===== config.mk =====
export PLATFORM = sky130hd
export DESIGN_NAME = scirc635c_tx
export DESIGN_NICKNAME = d
export VERILOG_FILES = /design/src/rtl/scirc635c_tx.sv
export SDC_FILE = /design/constraint.sdc
export NUM_CORES = 1
export LEC_CHECK = 0
export BUFFER_PORTS_ARGS = -buffer_cell sky130_fd_sc_hd__buf_2
export CORE_MARGIN = 2
export CORE_UTILIZATION = 25
export DETAILED_ROUTE_END_ITERATION = 8
export GPL_TIMING_DRIVEN = 0
export PLACE_DENSITY = 0.53
export SLEW_MARGIN = 20
export SYNTH_ARGS = -nofsm -noshare
export SYNTH_HDL_FRONTEND = slang
export SYNTH_SLANG_ARGS = --single-unit

===== constraint.sdc =====
create_clock -name clk_i -period 1.59 [get_ports clk_i]
set_clock_uncertainty 0.2 [all_clocks]
set_input_delay 0.318 -clock clk_i [delete_from_list [all_inputs] [get_ports clk_i]]
set_output_delay 0.318 -clock clk_i [all_outputs]
set_load 0.02 [all_outputs]

===== src/rtl/scirc635c_tx.sv =====
// Parallel-to-serial transmitter: sends a W-bit word MSB-first, one shift_o strobe per bit,
// holding each bit for DIV clocks, then pulses done_o for one cycle.
module scirc635c_tx #(
  parameter int W   = 4,
  parameter int DIV = 1
) (
  input  logic         clk_i,
  input  logic         rst_i,
  input  logic [W-1:0] I_i,
  input  logic         valid_i,
  output logic         ready_o,
  input  logic         abort_i,
  output logic         bstream_o,
  output logic         shift_o,
  output logic         done_o
);

  localparam int BCW = $clog2(W + 1);
  localparam int DCW = (DIV > 1) ? $clog2(DIV) : 1;
  localparam logic [DCW-1:0] DIV_LAST = DCW'(DIV - 1);
  localparam logic [BCW-1:0] BIT_LAST = BCW'(W - 1);

  typedef enum logic [1:0] {IDLE, SEND, DONE} state_t;

  state_t         state_q, state_d;
  logic [W-1:0]   sreg_q, sreg_d;
  logic [BCW-1:0] bitcnt_q, bitcnt_d;
  logic [DCW-1:0] divcnt_q, divcnt_d;

  always_ff @(posedge clk_i or negedge rst_i) begin
    if (!rst_i) begin
      state_q  <= IDLE;
      sreg_q   <= '0;
      bitcnt_q <= '0;
      divcnt_q <= '0;
    end else begin
      state_q  <= state_d;
      sreg_q   <= sreg_d;
      bitcnt_q <= bitcnt_d;
      divcnt_q <= divcnt_d;
    end
  end

  always_comb begin
    state_d  = state_q;
    sreg_d   = sreg_q;
    bitcnt_d = bitcnt_q;
    divcnt_d = divcnt_q;
    case (state_q)
      IDLE: begin
        if (valid_i) begin
          sreg_d   = I_i;
          bitcnt_d = '0;
          divcnt_d = '0;
          state_d  = SEND;
        end
      end
      SEND: begin
        // Abort wins even over the final-bit wrap, so a cut word never reports done.
        if (abort_i) begin
          bitcnt_d = '0;
          divcnt_d = '0;
          state_d  = IDLE;
        end else if (divcnt_q == DIV_LAST) begin
          divcnt_d = '0;
          sreg_d   = {sreg_q[W-2:0], 1'b0};
          bitcnt_d = bitcnt_q + BCW'(1);
          if (bitcnt_q == BIT_LAST) state_d = DONE;
        end else begin
          divcnt_d = divcnt_q + DCW'(1);
        end
      end
      DONE:    state_d = IDLE;
      default: state_d = IDLE;
    endcase
  end

  // Outputs decode from registers only, so reset forces them asynchronously.
  assign ready_o   = (state_q == IDLE);
  assign bstream_o = (state_q == SEND) && sreg_q[W-1];
  assign shift_o   = (state_q == SEND) && (divcnt_q == DIV_LAST);
  assign done_o    = (state_q == DONE);

endmodule


### Word level (Yosys, flattened, before mapping)

Cells that the tools add are included.

* add/subtract/negate cells: 2
* multiply operators: 0
* div/mod/pow operators: 0
* $lt $le $gt $ge: 0
* equality and inequality tests: 8
* shift operators: 0
* multiplexer cells: 17
* bitwise operators: 1
* reductions and logical operators: 8

Operator list (number)
* 4-bit two-way mux: 3
* 3-bit two-way mux: 3
* 2-bit two-way mux: 4
* 4-bit case mux with 2 select lines: 1
* 2-bit != test, second input constant: 3
* 3-bit != test, second input constant: 2
* 3-bit case mux with 2 select lines: 1
* 3-bit AND reduction: 2
* 2-bit case mux with 2 select lines: 1
* 4-bit AND reduction: 1
* 3-bit by 1-bit adder with 3-bit output, second input constant: 1
* 3-bit by 2-bit equality test with 1-bit output, second input constant: 1
* 1-bit two-way mux: 3
* 2-bit by 1-bit equality test with 1-bit output, second input constant: 1
* 2-bit equality test, second input constant: 1
* 1-bit logical AND: 2
* 2-bit logical NOT: 1
* 1-bit case mux with 2 select lines: 1
* 2-bit AND reduction: 1
* 2-bit nonzero test: 1
* 1-bit adder, second input constant: 1
* 1-bit NOT: 1

* flip-flop bits (word level): 10
* bits in latches: 0
* bits in writable memories: 0
* memory bits (read-only): 0
* input port bits: 8
* output and inout bits: 4
* word-level logic and storage cells: 40
* memories: 0

### Depth between registers and ports, before layout

Gate-level depths: netlist (run 1).

* depth after elaboration: 5
* mapped depth: 4
* mapped depth without buffers: 4

### Worst setup path before layout (run 1)

No wires, ideal clock.

* kind: reg2reg
* from: register state_q[1]
* to: register sreg_q[1]
* setup time: 125 ps
* data arrival time: 1287 ps
* required time: 1265 ps
* slack: -22 ps
* stages on the path, launching flop included: 5
* buffers on the path: 1
* clock period less this slack: 1612 ps
* cell sequence: dfrtp_1 > nor2b_1 > buf_2 > mux2_1 > mux2_2

* word-level cells in the longest chain between the ends: 3
* elaborated cells between the ends (all ways): 8
* classes of those cells: 4 x eq/ne; 1 x mux; 3 x reduce/logical

Ends and longest elaborated chain
* from (decl): line 25 `state_t state_q, state_d;`
* from (signal assigned): line 37 `state_q <= state_d;`
* 2-bit by 1-bit equality test with 1-bit output or 2-bit logical NOT (tied branches): line 49 `case (state_q)`
* 2-bit != test (no source line) or 2-bit nonzero test (tied branches)
* 4-bit AND reduction (no source line)
* to (signal assigned): line 38 `sreg_q <= sreg_d;`
* to (decl): line 26 `logic [W-1:0] sreg_q, sreg_d;`

Several ways; a longest one is shown, not always the timed one.
A chain may end at the register's enable or synchronous reset.

### Worst setup path in the final report (run 1)

* from: register state_q[1]
* to: output bstream_o

* word-level cells in the longest chain between the ends: 2

Ends and longest elaborated chain
* 2-bit by 1-bit equality test with 1-bit output: line 80 `assign bstream_o = (state_q == SEND) && sreg_q[W-1];`
* 1-bit logical AND: line 80
* to (decl): line 13 `output logic bstream_o,`

Every way passes these cells.

==> results of run 1 <==
-- cell usage after synthesis, types with 2 or more instances --
library cell  n  share of area, %
o21ai_0       3               3.4
dfrtp_1       9                51
nor2_1        3               2.5
mux2_1        3               7.6
nand2_1       2               1.7
nor2b_1       2               2.8
and2_1        2               2.8
inv_1         2               1.7
ha_1          2               5.7
nand2b_1      3               4.2
mux2_2        3               7.6
-- worst max path at each step --
stage	start	endpoint	slack, ns	cells past startpoint
final	state_q[1]	bstream_o	-0.02	3
after global placement	state_q[0]	sreg_q[2]	-0.06	3
after CTS	state_q[1]	done_o	-0.04	3
after global routing	state_q[1]	bstream_o	-0.07	3
after floorplan	state_q[1]	sreg_q[1]	0.02	4
after detailed placement	state_q[0]	sreg_q[3]	-0.05	3
-- flip-flops by register name (all words and copies together) (netlist names) --
signal / flops
bitcnt_q: 3
sreg_q: 4
state_q: 2
-- cell type report --
cell class / instances / area (um2)
Fill cell: 172 / 1047
Multi-Input combinational cell: 28 / 240.2
Timing Repair Buffer: 17 / 121.4
Tap cell: 17 / 21.27
Inverter: 2 / 7.507
Clock buffer: 4 / 26.28
Sequential cell: 9 / 225.2
-- per-stage QoR --
stage                     hold WS (ns)  area [um2]  std cells  worst slack (ns)
final                           0.1093       641.9         77          -0.02429
after detailed placement      -0.01790       520.5         68          -0.05017
after global routing            0.1176       641.9         77          -0.07064
after CTS                       0.1032       596.8         75          -0.03721
after global placement        -0.01972       520.5         68          -0.05673
after floorplan                -0.1776       444.2         40           0.01883
-- cell families after synthesis --
family          after synthesis
fa+ha+maj                     2
flops                         9
compound gates                7
buf+inv                       3
simple gates                 13
mux                           6
-- routing by layer --
| layer | share of wire [%] | GRT usage [%] | routed length (um) | up-vias |
|---|---|---|---|---|
| met5 | 0 | 0 | 0 | - |
| met2 | 52 | 13.33 | 444 | 8 |
| li1 | - | - | - | 175 |
| met1 | 45 | 11.54 | 387 | 168 |
| met3 | 3.3 | 2.381 | 28 | 0 |
| met4 | 0 | 5.143 | 0 | 0 |
-- power by group through the flow --
stage               Combinational (uW)  Sequential, uW  Clock, uW
floorplan                          145             313          0
global placement                   191             319          0
detailed placement                 193             320          0
CTS                                241             312        186
global route                       290             320        195
finish                             264             313        178
-- what timing repair did --
action,in CTS,in global routing
resized for setup,8,6
pin swaps,2,0
endpoints found under the hold margin,9,0
hold buffers,1,0
buffers inserted,3,2
cloned,0,0
endpoints found under the setup margin,5,6
-- critical path, delay by kind of cell, from the launching register on --
family	cells	cell delay, ns
simple gates	2	0.32
buf+inv	1	0.10
flops	1	0.41
==> flow_summary.ini, run 1 <==
[pwr]
switching_share_pct = 29.19
leakage_uw = 0.0003123
vdd_drop_max_v = 0.0003270
intPower_uw = 534.2
p_total_uw = 754.4
p_seq_share_pct = 41.5
power_switching_uw = 220.2
clkPwrFrac_pct = 23.6
power_frac_comb_pct = 35.0
power_density_nw_per_um2 = 1175

[route]
finalWirelength_um = 861
postRouteAntennaNets = 0
post_drt_wl_per_cell_um = 11.18
via_per_inst = 4.558
drt-initial-drc-count = 4
vias = 351
drc_errors = 0
drt_pre_antenna_iters = 3

[final_layout]
fin_util_pct = 38.00
final_common_cell = dfrtp_1
area_growth_pct = 45.33
most-common-layout-cells = dfrtp_1 (9), buf_2 (8), buf_4 (5)
drive_above_1_share_pct = 45.00
n_antenna_cell = 0
fin_nets = 71

[clock_tree]
cts_made_buffers = 3
clkLatencyLatePin_ns = 0.25
cts_htree_levels = 1
clockBufferDepth = 2
clkSinkCount = 9
clk_pin_slew_worst_paths_ns = 0.06
cts_tree = yes
cts_root_buf = clkbuf_4

[grt]
track_usage_pct = 8.966
grt_pass1_vias = 335
overflow = 0
grt_first_pass_wirelength_um = 1331
grt_max_degree = 10
antenna_found_initial = 0

[floorplan]
die_h_um = 46.03
io_pins = 12
initial_core_util_pct = 26.15
die-area_um2 = 2119
num_rows = 15
die_x_um = 46.03
placeableCoreArea_um2 = 1689

[critical_path]
r2r_slack_ns = -0.01
r2r_cells = 4
crit_fanout = 4
cp.required_ns = 1.07
path_cells = nor2b_4, and2_4, buf_6
r2r-end = sreg_q[2]
start_kind = register
cpPeakStageDelay_ns = 0.41
crit_type = register to output port
endpoint_kind = output port
cpMaxStageDelayCell = dfrtp_1
r2r_start = state_q[1]
cp.arrival_ns = 1.10

[logic_synthesis]
synthFlopType = dfrtp_1
synth-async-reset-ratio_pct = 100.0
synth_area_um2 = 441.7
synth_compound_area_share_pct = 9.915
syn-num-nets = 50
yosys_warnings = 0
synth_top_family_by_area = simple AND/OR/NAND/NOR gates
synth_simple_gate_area_share_pct = 15.30
synth_enable_flop_cells = 0
synth_cells = 40
synthDistinctLibCells = 17
synth_xor_xnor_area_share_pct = 0
ys_seq_area_share_pct = 50.99
ys_seq_elements = 9
synth_fa_ha_area_share_pct = 5.666
synth_mux_area_share_pct = 15.30
avgSynthCellArea_um2 = 11.04

[timing]
tns_ns = -0.04158
maxSlewViolCount = 0
worst_pin_slew_ns = 0.2769
finalHoldViolCount = 0
finalCriticalPeriod_ns = 1.614
rsz0062_at_grt = yes
finalCritPeriodShare_pct = 101.5
max_freq_ghz = 0.6195
finalWorstSetupSlack_ns = -0.02429
relSlewSlack_pct = 81.50
finalSetupViolCount = 4

[worst_hold_path]
hold-path-endpoint = sreg_q[0]
min-delay-start = I_i[0]
hold_path_depth = 3
hp-class = input port to register

[status]
status = complete, but fails checks
violations = negative setup slack

[placement]
gp_congestion = 0.6938
port_buffers = 11

[flow_run]
drv_cap = 0
Note: power is estimated with default switching activity, not from simulation.
==> run 2: changes to the inputs <==
--- a/config.mk
+++ b/config.mk
@@ -10,7 +10,7 @@
 export CORE_UTILIZATION = 25
 export DETAILED_ROUTE_END_ITERATION = 8
 export GPL_TIMING_DRIVEN = 0
-export PLACE_DENSITY = 0.53
+export PLACE_DENSITY = 0.51
 export SLEW_MARGIN = 20
 export SYNTH_ARGS = -nofsm -noshare
 export SYNTH_HDL_FRONTEND = slang
==> constraint.sdc (replaced) <==
create_clock -name clk_i -period 1.6 [get_ports clk_i]
set_clock_uncertainty 0.2 [all_clocks]
set_input_delay 0.32 -clock clk_i [delete_from_list [all_inputs] [get_ports clk_i]]
set_output_delay 0.32 -clock clk_i [all_outputs]
set_load 0.02 [all_outputs]
==> flow_summary.ini, run 2 (synthesis results as in run 1) <==
[final_layout]
drive_above_1_share_pct = 46.67
fin_nets = 71
n_antenna_cell = 0
reg_top3 = sreg_q (4), bitcnt_q (3), state_q (2)
final_common_cell = buf_2
area_growth_pct = 45.04
largest_reg_flops = 4
fin_area_um2 = 640.6
largest-register = sreg_q
fillers = 182
most-common-layout-cells = buf_2 (9), dfrtp_1 (8), buf_4 (5)

[clock_tree]
clkSinkCount = 9
cts_htree_levels = 1
cts_root_buf = clkbuf_4
cts_tree = yes
clk_pin_slew_worst_paths_ns = 0.06
clkLatencyLatePin_ns = 0.25
cts_made_buffers = 3
clockBufferDepth = 2

[grt]
grt_max_degree = 10
grt_pass1_vias = 329
grt_first_pass_wirelength_um = 1414
track_usage_pct = 9.555
antenna_found_initial = 0
overflow = 0

[worst_hold_path]
hold-path-endpoint = sreg_q[0]
hold_path_depth = 3
min-delay-start = I_i[0]
hp-class = input port to register

[critical_path]
crit_fanout = 6
cpMaxStageDelayCell = dfrtp_2
cp.required_ns = 1.08
start_kind = register
r2r_start = state_q[1]
crit_type = register to output port
r2r_slack_ns = 0.01
path_cells = buf_4, nor2b_1, buf_2
cp.arrival_ns = 1.12
r2r_cells = 4
endpoint_kind = output port
r2r-end = sreg_q[1]
cpPeakStageDelay_ns = 0.42

[floorplan]
die-area_um2 = 2119
io_pins = 12
placeableCoreArea_um2 = 1689
die_x_um = 46.03
num_rows = 15
die_h_um = 46.03
initial_core_util_pct = 26.15

[route]
drt-initial-drc-count = 3
drt_pre_antenna_iters = 4
finalWirelength_um = 884
via_per_inst = 4.727
post_drt_wl_per_cell_um = 11.48
postRouteAntennaNets = 0
vias = 364
drc_errors = 0

[timing]
worst_pin_slew_ns = 0.2415
finalSetupViolCount = 2
finalCriticalPeriod_ns = 1.641
finalWorstSetupSlack_ns = -0.04088
max_freq_ghz = 0.6094
timing.hold.ws_ns = 0.1167
maxSlewViolCount = 0
tns_ns = -0.06176
relSlewSlack_pct = 83.87
finalHoldViolCount = 0
rsz0062_at_grt = yes
finalCritPeriodShare_pct = 102.6

[placement]
dp_hpwl_um = 631
gp_congestion = 0.6890
placedInstanceArea_um2 = 520.5
port_buffers = 11

[pwr]
p_total_uw = 765.7
power_switching_uw = 221.9
switching_share_pct = 28.99
clkPwrFrac_pct = 22.6
power_frac_comb_pct = 36.4
p_seq_share_pct = 41.0
vdd_drop_max_v = 0.0003736
power_density_nw_per_um2 = 1195
leakage_uw = 0.0003135
intPower_uw = 543.7

[status]
violations = negative setup slack
status = complete, but fails checks

[flow_run]
drv_cap = 0
==> run 2: what timing repair did <==
| action | in CTS | in global routing |
|---|---|---|
| pin swaps | 2 | 1 |
| cloned | 0 | 0 |
| hold endpoints to repair | 9 | 0 |
| hold buffers | 1 | 0 |
| resized for setup | 10 | 4 |
| setup endpoints to repair | 5 | 7 |
| setup buffers | 4 | 1 |
==> run 2: final cells by class <==
class	instances	area, um2	area share [%]
Clock buffer	4	26.28	4.102
Inverter	2	7.507	1.172
Multi-Input combinational cell	28	244.0	38.09
Sequential cell	9	226.5	35.35
Tap cell	17	21.27	3.320
Timing Repair Buffer	17	115.1	17.97
==> run 2: metrics by stage <==
step                util, %  std cells  worst slack [ns]
CTS                   36.07         76          -0.04492
global placement      30.81         68          -0.04426
finish                37.93         77          -0.04088
floorplan                 -         40           0.02883
global route          37.93         77          -0.07921
detailed placement    30.81         68          -0.03452
==> run 2: power by group through the flow <==
stage / clock [uW] / sequential (uW) / combinational (uW)
floorplan: 0 / 311 / 144
global placement: 0 / 316 / 190
detailed placement: 0 / 321 / 195
CTS: 182 / 315 / 256
global route: 191 / 325 / 309
finish: 173 / 314 / 279
==> run 2: how the worst max path moves through the flow <==
stage               start   endpoint  slack [ns]
5_1_grt        state_q[0]  bstream_o       -0.08
3_5_place_dp      abort_i  sreg_q[2]       -0.03
6_report       state_q[1]     done_o       -0.04
4_1_cts        state_q[1]  bstream_o       -0.04
3_3_place_gp   state_q[0]  sreg_q[2]       -0.04
2_1_floorplan  state_q[1]  sreg_q[1]        0.03
==> run 2: metal layers <==
| layer | wire length [um] | global-route usage [%] | vias to the layer above | share of wire [%] |
|---|---|---|---|---|
| met1 | 395 | 13.32 | 175 | 45 |
| met2 | 444 | 13.33 | 10 | 50 |
| met4 | 10 | 5.143 | 0 | 1.1 |
| met3 | 32 | 2.381 | 2 | 3.6 |
| met5 | 0 | 0 | - | 0 |
| li1 | - | - | 177 | - |
==> run 2: worst max-delay path, delay by kind of cell, from the launching register on <==
family,cells,cell delay [ns]
flops,1,0.42
buf+inv,2,0.32
simple gates,1,0.13
==> run 3: changes to the inputs <==
--- a/config.mk
+++ b/config.mk
@@ -5,7 +5,7 @@
 export SDC_FILE = /design/constraint.sdc
 export NUM_CORES = 1
 export LEC_CHECK = 0
-export BUFFER_PORTS_ARGS = -buffer_cell sky130_fd_sc_hd__buf_2
+export BUFFER_PORTS_ARGS = -buffer_cell sky130_fd_sc_hd__buf_4
 export CORE_MARGIN = 2
 export CORE_UTILIZATION = 25
 export DETAILED_ROUTE_END_ITERATION = 8
==> constraint.sdc (replaced) <==
create_clock -name clk_i -period 1.6 [get_ports clk_i]
set_clock_uncertainty 0.2 [all_clocks]
set_input_delay 0.08 -clock clk_i [delete_from_list [all_inputs] [get_ports clk_i]]
set_output_delay 0.08 -clock clk_i [all_outputs]
set_load 0.02 [all_outputs]
==> flow_summary.ini, run 3 (synthesis results as in run 1) <==
[grt]
grt_pass1_vias = 339
grt_max_degree = 10
overflow = 0
track_usage_pct = 9.091
antenna_found_initial = 0
grt_first_pass_wirelength_um = 1311

[critical_path]
r2r_cells = 3
r2r_slack_ns = 0.05
path_cells = nor2b_4, mux2_1, mux2_2
start_kind = register
r2r_start = state_q[0]
cp.arrival_ns = 1.48
crit_type = register to register
cpPeakStageDelay_ns = 0.39
endpoint_kind = register
path_buf_inv = 0
path_delay_family = multiplexers
cp.required_ns = 1.53
r2r-end = sreg_q[2]
cpMaxStageDelayCell = dfrtp_1
crit_fanout = 6

[floorplan]
initial_core_util_pct = 26.15
die-area_um2 = 2119
num_rows = 15
die_x_um = 46.03
placeableCoreArea_um2 = 1689
die_h_um = 46.03
io_pins = 12

[route]
vias = 354
finalWirelength_um = 881
drc_errors = 0
post_drt_wl_per_cell_um = 10.49
drt_pre_antenna_iters = 4
drt-initial-drc-count = 8
via_per_inst = 4.214
postRouteAntennaNets = 0

[timing]
relSlewSlack_pct = 71.31
finalHoldViolCount = 0
finalCriticalPeriod_ns = 1.550
max_freq_ghz = 0.6451
rsz0062_at_grt = no
finalSetupViolCount = 0
worst_pin_slew_ns = 0.4289
finalCritPeriodShare_pct = 96.88
timing.hold.ws_ns = 0.2964
maxSlewViolCount = 0

[final_layout]
drive_above_1_share_pct = 38.81
reg_top3 = sreg_q (4), bitcnt_q (3), state_q (2)
fin_nets = 78
n_antenna_cell = 0
final_common_cell = buf_4
fin_util_pct = 42.15
area_growth_pct = 61.19
most-common-layout-cells = buf_4 (16), dfrtp_1 (8), dlygate4sd3_1 (8)
fin_area_um2 = 711.9
fillers = 173
largest-register = sreg_q
instances_no_fill = 84
largest_reg_flops = 4

[clock_tree]
cts_tree = yes
clkLatencyLatePin_ns = 0.26
clockBufferDepth = 2
cts_made_buffers = 3
cts_htree_levels = 1
clkSinkCount = 9
clk_pin_slew_worst_paths_ns = 0.06
cts_root_buf = clkbuf_4

[flow_run]
drv_cap = 0

[status]
status = completed

[placement]
dp_hpwl_um = 594
gp_congestion = 0.6601
placed_cells = 68
port_buffers = 11
placedInstanceArea_um2 = 548.0

[worst_hold_path]
min-delay-start = bitcnt_q[2]
hold-path-endpoint = bitcnt_q[2]
hold_path_depth = 2
hp-class = register to register

[pwr]
intPower_uw = 534.6
power_density_nw_per_um2 = 1049
switching_share_pct = 28.39
leakage_uw = 0.0003402
clkPwrFrac_pct = 22.9
vdd_drop_max_v = 0.0004158
power_switching_uw = 212.0
power_frac_comb_pct = 35.3
p_seq_share_pct = 41.8
p_total_uw = 746.6
run 3: changes by cell type in the layout (fill, tap and decap cells not counted), moves of 2 or more:
cell / delta
dlygate4sd3_1: +7
buf_2: -9
buf_6: -2
buf_4: +11
run 3: power groups by stage:
stage               clock network (uW)  registers, uW  logic (uW)
global placement                     0            317         207
global route                       193            319         290
detailed placement                   0            319         208
CTS                                180            312         245
finish                             171            312         264
floorplan                            0            311         144
run 3: layout make-up:
class	count	area (um2)	area share, %
Timing Repair Buffer	24	200.2	28.12
Multi-Input combinational cell	28	230.2	32.34
Clock buffer	4	26.28	3.691
Inverter	2	7.507	1.054
Tap cell	17	21.27	2.988
Sequential cell	9	226.5	31.81
run 3: how the worst max path moves through the flow:
stage / depth (start not counted) / start / slack [ns] / endpoint
after floorplan: 4 / state_q[1] / 0.03 / sreg_q[1]
after global placement: 3 / state_q[0] / -0.04 / sreg_q[2]
after detailed placement: 3 / state_q[0] / -0.04 / sreg_q[3]
after CTS: 5 / abort_i / 0.007 / sreg_q[3]
after global routing: 3 / state_q[0] / 0.01 / sreg_q[1]
final: 3 / state_q[0] / 0.05 / sreg_q[2]
run 3: stage by stage:
stage / setup TNS (ns) / setup slack (ns)
floorplan: 0 / 0.02883
global placement: -0.1316 / -0.04497
detailed placement: -0.1117 / -0.04028
CTS: 0 / 0.006530
global route: 0 / 0.01043
finish: 0 / 0.04985
run 3: worst register-to-register path, delay by kind of cell, from the launching register on:
kind | cells | cell delay [ns]
AND/OR/NAND/NOR | 1 | 0.23
multiplexers | 2 | 0.60
flip-flops | 1 | 0.39
run 3: layer usage:
layer  share of wire [%]  GRT usage [%]  wire, um
met5                   0              0         0
met4                   0          3.429         0
met3                 3.0          4.762        26
met2                  49          14.44       428
met1                  48          10.24       426
run 3: timing repair:
| item | in CTS | in global routing |
|---|---|---|
| gates resized for setup | 2 | 5 |
| hold endpoints to repair | 15 | 0 |
| hold buffers | 8 | 0 |
| buffers inserted | 3 | 2 |
| setup endpoints to repair | 3 | 3 |
| pin swaps | 0 | 1 |
